**config.mk**
```make
export PLATFORM = sky130hd
export DESIGN_NAME = aes_round_sequencer
export DESIGN_NICKNAME = d
export VERILOG_FILES = /design/src/rtl/aes_pkg.sv /design/src/rtl/aes_round_sequencer_arb.sv /design/src/rtl/aes_round_sequencer.sv
export SDC_FILE = /design/constraint.sdc
export NUM_CORES = 1
export LEC_CHECK = 0
export ABC_AREA = 1
export CORE_MARGIN = 2
export CORE_UTILIZATION = 51
export DETAILED_ROUTE_END_ITERATION = 12
export HOLD_SLACK_MARGIN = 0.02
export MAX_ROUTING_LAYER = met4
export PLACE_DENSITY = 0.86
export SLEW_MARGIN = 15
export SYNTH_ARGS = -nofsm -noshare
export SYNTH_HDL_FRONTEND = slang
export SYNTH_SLANG_ARGS = --single-unit
export TNS_END_PERCENT = 30
```
**constraint.sdc**
```tcl
create_clock -name clk -period 1.67 [get_ports clk]
set_input_delay 0.334 -clock clk [delete_from_list [all_inputs] [get_ports clk]]
set_output_delay 0.334 -clock clk [all_outputs]
set_load 0.01 [all_outputs]
```
**src/rtl/aes_pkg.sv**
```systemverilog
// Shared types and constants for the iterative AES round sequencer.
package aes_pkg;

  typedef enum logic [2:0] {
    StIdle,
    StKexp,
    StInit,
    StRound,
    StFinal,
    StDone
  } aes_state_e;

  localparam int unsigned ROUND_W          = 4;
  localparam int unsigned KEXP_CYCLES_DEF  = 15;

  // Number of AES rounds for a key of nk 32-bit words.
  function automatic int unsigned aes_nr(input int unsigned nk);
    return nk + 32'd6;
  endfunction

endpackage

```
**src/rtl/aes_round_sequencer_arb.sv**
```systemverilog
// Two-way round-robin arbiter: picks a winner and computes the next pointer.
module rr_arbiter2 (
  input  logic [1:0] req,
  input  logic       rr,
  input  logic       advance,
  input  logic [1:0] owner,
  output logic [1:0] winner,
  output logic       rr_next
);

  // Winner selection and pointer update; the pointer moves past the finished owner.
  always_comb begin
    winner  = req;
    rr_next = rr;
    if (req == 2'b11) begin
      winner = rr ? 2'b10 : 2'b01;
    end
    if (advance) begin
      if (owner[0]) begin
        rr_next = 1'b1;
      end else if (owner[1]) begin
        rr_next = 1'b0;
      end
    end
  end

endmodule

```
**src/rtl/aes_round_sequencer.sv**
```systemverilog
// Control FSM for a shared iterative AES round datapath with two requesters.
module aes_round_sequencer
  import aes_pkg::*;
#(
  parameter int unsigned Nk          = 8,
  parameter int unsigned KEXP_CYCLES = KEXP_CYCLES_DEF
) (
  input  logic               clk,
  input  logic               rst,
  input  logic [1:0]         req,
  input  logic [1:0]         key_inval,
  output logic [1:0]         gnt,
  output logic               busy,
  output logic               kexp_start,
  output logic               kexp_sel,
  output logic [ROUND_W-1:0] round,
  output logic               ld_first,
  output logic               ld_round,
  output logic               ld_last,
  output logic [1:0]         done
);

  localparam int unsigned       Nr       = aes_nr(Nk);
  localparam logic [ROUND_W-1:0] RoundMax = ROUND_W'(Nr);
  localparam logic [ROUND_W-1:0] RoundPen = ROUND_W'(Nr - 1);
  localparam logic [4:0]         KexpLast = 5'(KEXP_CYCLES - 1);

  aes_state_e         state_q, state_d;
  logic [1:0]         gnt_q, gnt_d;
  logic [ROUND_W-1:0] round_q, round_d;
  logic [4:0]         kcnt_q, kcnt_d;
  logic               key_loaded_q, key_loaded_d;
  logic               key_owner_q, key_owner_d;
  logic               rr_q, rr_d;
  logic               kexp_start_q, kexp_start_d;
  logic [1:0]         done_q, done_d;

  logic [1:0] winner;
  logic       rr_next;
  logic       advance;
  logic       inval_owner;

  rr_arbiter2 u_arb (
    .req     (req),
    .rr      (rr_q),
    .advance (advance),
    .owner   (done_q),
    .winner  (winner),
    .rr_next (rr_next)
  );

  assign inval_owner = key_inval[key_owner_q];

  // Next-state logic for the sequencer and its cached-key bookkeeping.
  always_comb begin
    state_d      = state_q;
    gnt_d        = gnt_q;
    round_d      = round_q;
    kcnt_d       = kcnt_q;
    key_loaded_d = key_loaded_q;
    key_owner_d  = key_owner_q;
    kexp_start_d = 1'b0;
    done_d       = 2'b00;
    advance      = 1'b0;

    // A stale key is forgotten in any state; an in-flight operation keeps its key.
    if (inval_owner) begin
      key_loaded_d = 1'b0;
    end

    unique case (state_q)
      StIdle: begin
        if (|req) begin
          gnt_d = winner;
          if (key_loaded_q && !inval_owner && (key_owner_q == winner[1])) begin
            state_d = StInit;
          end else begin
            key_owner_d  = winner[1];
            key_loaded_d = 1'b0;
            kexp_start_d = 1'b1;
            kcnt_d       = 5'd0;
            state_d      = StKexp;
          end
        end
      end
      StKexp: begin
        if (inval_owner) begin
          // Key changed under the expander: restart it from scratch.
          kexp_start_d = 1'b1;
          kcnt_d       = 5'd0;
        end else if (kcnt_q == KexpLast) begin
          key_loaded_d = 1'b1;
          state_d      = StInit;
        end else begin
          kcnt_d = kcnt_q + 5'd1;
        end
      end
      StInit: begin
        round_d = ROUND_W'(1);
        state_d = StRound;
      end
      StRound: begin
        if (round_q == RoundPen) begin
          round_d = RoundMax;
          state_d = StFinal;
        end else begin
          round_d = round_q + ROUND_W'(1);
        end
      end
      StFinal: begin
        done_d  = gnt_q;
        gnt_d   = 2'b00;
        state_d = StDone;
      end
      StDone: begin
        advance = 1'b1;
        round_d = '0;
        state_d = StIdle;
      end
      default: begin
        state_d = StIdle;
      end
    endcase
  end

  assign rr_d = rr_next;

  // State register with synchronous active-low reset.
  always_ff @(posedge clk) begin
    if (!rst) begin
      state_q      <= StIdle;
      gnt_q        <= 2'b00;
      round_q      <= '0;
      kcnt_q       <= 5'd0;
      key_loaded_q <= 1'b0;
      key_owner_q  <= 1'b0;
      rr_q         <= 1'b0;
      kexp_start_q <= 1'b0;
      done_q       <= 2'b00;
    end else begin
      state_q      <= state_d;
      gnt_q        <= gnt_d;
      round_q      <= round_d;
      kcnt_q       <= kcnt_d;
      key_loaded_q <= key_loaded_d;
      key_owner_q  <= key_owner_d;
      rr_q         <= rr_d;
      kexp_start_q <= kexp_start_d;
      done_q       <= done_d;
    end
  end

  assign gnt        = gnt_q;
  assign busy       = (state_q != StIdle);
  assign kexp_start = kexp_start_q;
  assign kexp_sel   = key_owner_q;
  assign round      = round_q;
  assign ld_first   = (state_q == StInit);
  assign ld_round   = (state_q == StRound);
  assign ld_last    = (state_q == StFinal);
  assign done       = done_q;

endmodule

```
# == Word-level counts from Yosys, hierarchy flattened ==
# Cells that the tools add are included.
# word_totals
elab_cells,76
inputBits,6
reg_bits,20
output_inout_bits,14
# classes
order_cmp,1
muxes,32
reduce_logical,16
n_addsub,2
n_bitwise,1
n_eq_ne,15
# ops
op,count
2-to-1 mux 5 bit,4
case mux 3 bit (5 select lines),1
2-to-1 mux 1 bit,13
2-to-1 mux 3 bit,4
case mux 4 bit (3 select lines),1
case mux 5 bit (2 select lines),1
2-to-1 mux 2 bit,4
"inequality test 2 bit, second input constant",4
AND reduction 4 bit,2
"== test 3 x 2 -> 1 bit, second input constant",2
"== test 3 bit, second input constant",2
AND reduction 2 bit,3
nonzero test 2 bit,3
nonzero test 3 bit,2
"adder 5 x 1 -> 5 bit, second input constant",1
"== test 5 x 4 -> 1 bit, second input constant",1
"adder 4 x 1 -> 4 bit, second input constant",1
"== test 4 bit, second input constant",1
2-to-1 mux 4 bit,1
case mux 1 bit (2 select lines),2
case mux 2 bit (2 select lines),1
"== test 3 x 1 -> 1 bit, second input constant",1
logical NOT 3 bit,1
"inequality test 3 bit, second input constant",1
other kinds (9),10

# == Depth between registers and ports, before layout ==
# logic_depth
word_depth,8
depth_mapped,11
depth_no_buf,11

# == Cells and area by module ==
# A second synthesis with hierarchy kept.
# unflattened
cells_unflattened,170
area_unflattened_um2,1154.9
# by_module_without_submodules
module,area_per_inst_um2,n_inst,cells_per_inst,seq_area_each_um2
aes_round_sequencer,1119.8,1,162,400.4
rr_arbiter2,35.0,1,8,0.0

# == Worst setup path before layout ==
# No wires, ideal clock.
# synth_timing
path_type,reg-to-reg
start,reg key_owner_q (netlist: kexp_sel)
end,reg kcnt_q[2]
t_arrival_ns,1.241
required_ns,1.558
path_buffers,0
stages_incl_launch_ff,12
setup_slack_ns,0.318
period_less_slack_ns,1.352
setup_time_ns,0.112
cell_sequence,dfxtp_1 inv_1 nand2_1 nand2_4 nor2_4 nand3_2 nand2_1 nand2_4 nand2_2 inv_1 nor2_1 nor2_1
# synth_between
elab_chain_len,7
elab_cells_between_ends,11
cone_classes,eq/ne (3); mux (4); reduce/logical (4)
# synth_lines
element,line_no,text
start: declaration,aes_round_sequencer.sv:33,"logic key_owner_q, key_owner_d;"
start signal: assignment,aes_round_sequencer.sv:146,key_owner_q <= key_owner_d;
2-to-1 mux 1 bit (not written as such) (2 in series),aes_round_sequencer.sv:52,assign inval_owner = key_inval[key_owner_q];
logical NOT 1 bit,aes_round_sequencer.sv:75,if (key_loaded_q && !inval_owner && (key_owner_q == winner[1])) begin
logical AND 1 bit (2 in series),aes_round_sequencer.sv:75,
inequality test 2 bit (no source line),n/a,
AND reduction 4 bit (no source line),n/a,
end signal: assignment,aes_round_sequencer.sv:144,kcnt_q <= kcnt_d;
end: declaration,aes_round_sequencer.sv:31,"logic [4:0] kcnt_q, kcnt_d;"
# Several ways; a longest one is shown, not always the timed one. The select of a mux whose other input is x is not followed.
# A chain may end at the register's enable or synchronous reset.

# == Worst setup path in the final report ==
# layout_timing
start,reg gnt_q[0] (netlist: gnt[0])
end,out gnt[0]
# layout_rtl
element,line_no,text
start: declaration,aes_round_sequencer.sv:29,"logic [1:0] gnt_q, gnt_d;"
start signal: assignment,aes_round_sequencer.sv:142,gnt_q <= gnt_d;
end: declaration,aes_round_sequencer.sv:12,"output logic [1:0] gnt,"
# No word-level cell between the ends.

==> results list <==
- Buffers and inverters on the worst path: 1
- Across the run, the number of max-cap violations was 0.
- After layout, the design draws a total of a little under 0.002 W.
- Diodes inserted: 0
- Top-level I/O count: 20
* Final critical delay including setup and external delays: about 1.6 ns
- The final count of pins violating max slew came to 0.
* Latest clock arrival within the worst-skew pair: between 0.2 and 0.3 ns
- Routability Congestion: ~0.9
* Vias after detailed routing: about 1,200
- Cell accounting for the most synthesized area: sky130_fd_sc_hd__dfxtp_1
- The detail route stage leaves a number of antenna-violating nets equal to 0.
* Portion of the post-synthesis area used by sequential elements: 0.347
- Antenna violations before repair: 0
* Count of nets after finishing: around 210
- Maximum level of the CTS H-tree: 1
- Port Buffer Count: 19
* Worst slew margin relative to its limit: 0.690
- In this run the worst hold path is classified as reg2reg.
- The number of clock buffers added by TritonCTS is 3.
* Number of global-route vias before repair: approximately 1,100
- Ratio of final minimum period to clock period: 0.965
- Maximum buffer depth of the clock tree: 2
- After the first detailed-routing iteration, the DRC count stood at 20.
* Pre-CTS setup slack: -0.0652 ns
- Total congestion overflow: 0
- Setup slack after layout: 0.0589 ns
- IR analysis of the VDD net gives a maximum drop of between 0.0007 and 0.0008 V.
- The pre-antenna-repair detailed-routing pass consisted of 4 iterations.
- Entering global routing, the biggest net connects 15 pins.
- For this run, the total global-route usage over all layers was measured as 0.241.
- CP cell instances: clkdlybuf4s50_1
- Highest achievable clock rate: ~620 MHz
* Net Count, Synth: about 180
- After detailed routing, the number of vias per cell comes to about 5.3.
- In the routed design, unresolved DRC markers number 0.
- Power per cell area: 1350 nW/µm²
- Floorplan die height: 51.6 µm
- The wire-length estimate of the detail-placed layout is 2160 µm.
* Hold buffer count at CTS: 0
- Sequential cell area in the final layout: about 410 µm²
- Worst setup EP type: primary output
- Post-synth design cell area: about 1200 µm²
- The clock net in this run drives a total of 20 sinks.
- Cell row count: 17
* Avg Inst Size Synth: 6.87 µm²
* Core footprint: ~2200 µm²
* Worst clock skew: 0.00498 ns
* Area grow syn2layout: 26.8%
- Standby leakage power: roughly 0.64 nW
* Clock root buffer: sky130_fd_sc_hd__clkbuf_4
* Final Hold Viols: 0
- Wire length reported by the detailed router: ~2800 µm
- By area the synthesized netlist is led by sky130_fd_sc_hd__dfxtp_1 35%, sky130_fd_sc_hd__nand2_1 12%, sky130_fd_sc_hd__inv_1 7.5%.
- Global-route wire length before repair: 4780 µm
- Synth warnings: 0
* Number of synthesized register bits: 20
* Layout filler cell count: slightly below 200
- The die is ~52 µm wide.
* Worst-path clk slew: approximately 0.11 ns
* Synth top area share: 0.347
* Arrival @ worst endpoint: between 1 and 1.5 ns
- In the final layout, the multi-input gates occupy 647 µm².
- The die covers 2660 µm².
* Number of buffers inserted to repair setup after CTS: 0
* Share of post-route cells with drive strength above 1: 0.174
- Clock tree from TritonCTS: done
- Synthesis instantiated 24 different standard cells from the library.
- Worst Tran Pin Value: between 0.4 and 0.5 ns
* Initial Util: 0.532
- Startpoint-to-endpoint class of the critical path: reg2out
- The worst setup path is launched from a flip-flop.
- Run status: finished, final reports clean
- After detailed routing, the average wire length per cell comes to 12.5 µm.
* Slowest cell on the critical path: sky130_fd_sc_hd__clkdlybuf4s50_1
- Synthesis handed over a netlist of 168 instances.
* Required time worst endpoint: 1.34 ns
- Final setup vio count: 0
- Slowest Stage Delay on Critical Path: approximately 0.58 ns
* Worst-path maximum fanout: 3
- Cell class contributing the biggest share of worst-path delay: buffers and inverters
-- metal layers --
layer	part of all wire	global-route usage	up-vias	routed length (µm)
met5	0	-	-	0
met2	0.53	0.423	29	1460
met4	0.0032	0.0789	0	9
li1	-	-	592	-
met1	0.44	0.282	552	1230
met3	0.028	0.0374	2	78
-- worst register-to-register path, cell delays in order (launching register included) --
cell	delay, ns
sky130_fd_sc_hd__dfxtp_1	0.36
sky130_fd_sc_hd__inv_1	0.08
sky130_fd_sc_hd__ha_1	0.15
sky130_fd_sc_hd__nand3_1	0.10
sky130_fd_sc_hd__nor2_2	0.14
sky130_fd_sc_hd__nand3_1	0.10
sky130_fd_sc_hd__nand2_1	0.08
sky130_fd_sc_hd__inv_2	0.07
sky130_fd_sc_hd__nand2_2	0.09
sky130_fd_sc_hd__inv_1	0.07
sky130_fd_sc_hd__nor2_1	0.09
sky130_fd_sc_hd__nor2_1	0.05
-- state kept, by name, indices dropped and copies added (netlist names) --
name and count:
done 2, round 4, gnt 2, kexp_start 1
rr_q 1, kexp_sel 1, key_loaded_q 1, kcnt_q 5
state_q 3
-- placed cells by master (no fill, tap or decap) --
| master | Yosys | final |
|---|---|---|
| sky130_fd_sc_hd__a211oi_1 | 2 | 2 |
| sky130_fd_sc_hd__a21oi_1 | 12 | 12 |
| sky130_fd_sc_hd__a22oi_1 | 1 | 1 |
| sky130_fd_sc_hd__buf_4 | 0 | 5 |
| sky130_fd_sc_hd__clkbuf_4 | 0 | 3 |
| sky130_fd_sc_hd__clkbuf_8 | 0 | 1 |
| sky130_fd_sc_hd__clkdlybuf4s15_1 | 0 | 1 |
| sky130_fd_sc_hd__clkdlybuf4s50_1 | 0 | 15 |
| sky130_fd_sc_hd__dfxtp_1 | 20 | 15 |
| sky130_fd_sc_hd__dfxtp_2 | 0 | 4 |
| sky130_fd_sc_hd__dfxtp_4 | 0 | 1 |
| sky130_fd_sc_hd__dlygate4sd2_1 | 0 | 2 |
| sky130_fd_sc_hd__dlymetal6s2s_1 | 0 | 1 |
| sky130_fd_sc_hd__ha_1 | 4 | 4 |
| sky130_fd_sc_hd__inv_1 | 23 | 23 |
| sky130_fd_sc_hd__inv_2 | 6 | 6 |
| sky130_fd_sc_hd__nand2_1 | 36 | 36 |
| sky130_fd_sc_hd__nand2_2 | 1 | 1 |
| sky130_fd_sc_hd__nand2_4 | 2 | 2 |
| sky130_fd_sc_hd__nand3_1 | 16 | 16 |
| sky130_fd_sc_hd__nand3_2 | 2 | 2 |
| sky130_fd_sc_hd__nand4_1 | 2 | 2 |
| sky130_fd_sc_hd__nor2_1 | 22 | 20 |
| sky130_fd_sc_hd__nor2_2 | 1 | 3 |
| sky130_fd_sc_hd__nor2_4 | 6 | 6 |
| sky130_fd_sc_hd__o211ai_1 | 1 | 1 |
| sky130_fd_sc_hd__o21a_1 | 2 | 2 |
| sky130_fd_sc_hd__o21ai_0 | 3 | 3 |
| sky130_fd_sc_hd__o21ai_1 | 1 | 1 |
| sky130_fd_sc_hd__o31ai_1 | 1 | 1 |
| sky130_fd_sc_hd__xnor2_1 | 2 | 2 |
| sky130_fd_sc_hd__xor2_1 | 1 | 1 |
-- layout make-up --
type	count	share of cell area
Tap cell	28	0.0239
Sequential cell	20	0.279
Multi-Input combinational cell	118	0.442
Inverter	29	0.0744
Timing Repair Buffer	24	0.156
Clock buffer	4	0.0248
-- what timing repair did --
action | CTS | global route
pin swaps | 0 | 0
setup endpoints to repair | 4 | 4
gates resized for setup | 6 | 7
-- cells by family (layout without fill, tap and decap cells) --
logic type	count (synthesis)	count (layout)	share of synthesized area
AOI/OAI and AO/OA	23	23	0.115
buffers and inverters	30	57	0.0975
xor gates and xnor gates	3	3	0.0228
adders and majority gates	4	4	0.0433
DFF	20	20	0.347
and+or+nand+nor	88	88	0.375
-- where the power goes --
part | switching (W) | leakage, nW | internal, W
Sequential | 0.000113 | 0.165 | 0.000583
Clock | 0.000146 | 0.0210 | 0.000133
Combinational | 0.000604 | 0.456 | 0.000395
-- Yosys cell counts, drive strengths merged --
library cell and instances:
nand2 39, inv 29, nor2 29, dfxtp 20
nand3 18, a21oi 12, ha 4, o21ai 4
a211oi 2, nand4 2, o21a 2, xnor2 2
a22oi 1, clkbuf 1, o211ai 1, o31ai 1
xor2 1
-- path summary, 6_finish.rpt --
path                           from                     end  slack [ns]  depth (start not counted)
max reg2reg  kcnt_q[0]$_SDFFE_PN0P_  kcnt_q[1]$_SDFFE_PN0P_        0.20                         11
max             gnt[0]$_SDFFE_PN0P_                  gnt[0]        0.06                          1
min             gnt[1]$_SDFFE_PN0P_      done[1]$_SDFF_PN0_        0.47                          2
min reg2reg     gnt[1]$_SDFFE_PN0P_      done[1]$_SDFF_PN0_        0.47                          2
-- metrics by stage --
| step | utilization | instances | setup TNS (ns) | area [µm²] | hold slack [ns] |
|---|---|---|---|---|---|
| after floorplan | - | 168 | 0 | 1150 | 0.450 |
| after global placement | 0.652 | 219 | 0 | 1410 | 0.439 |
| after detailed placement | 0.652 | 219 | -0.233 | 1410 | 0.453 |
| after CTS | 0.668 | 223 | -0.159 | 1450 | 0.476 |
| after global routing | 0.675 | 223 | -0.0151 | 1460 | 0.506 |
| final | 0.675 | 223 | 0 | 1460 | 0.473 |
Note: power is estimated with default switching activity, not from simulation.
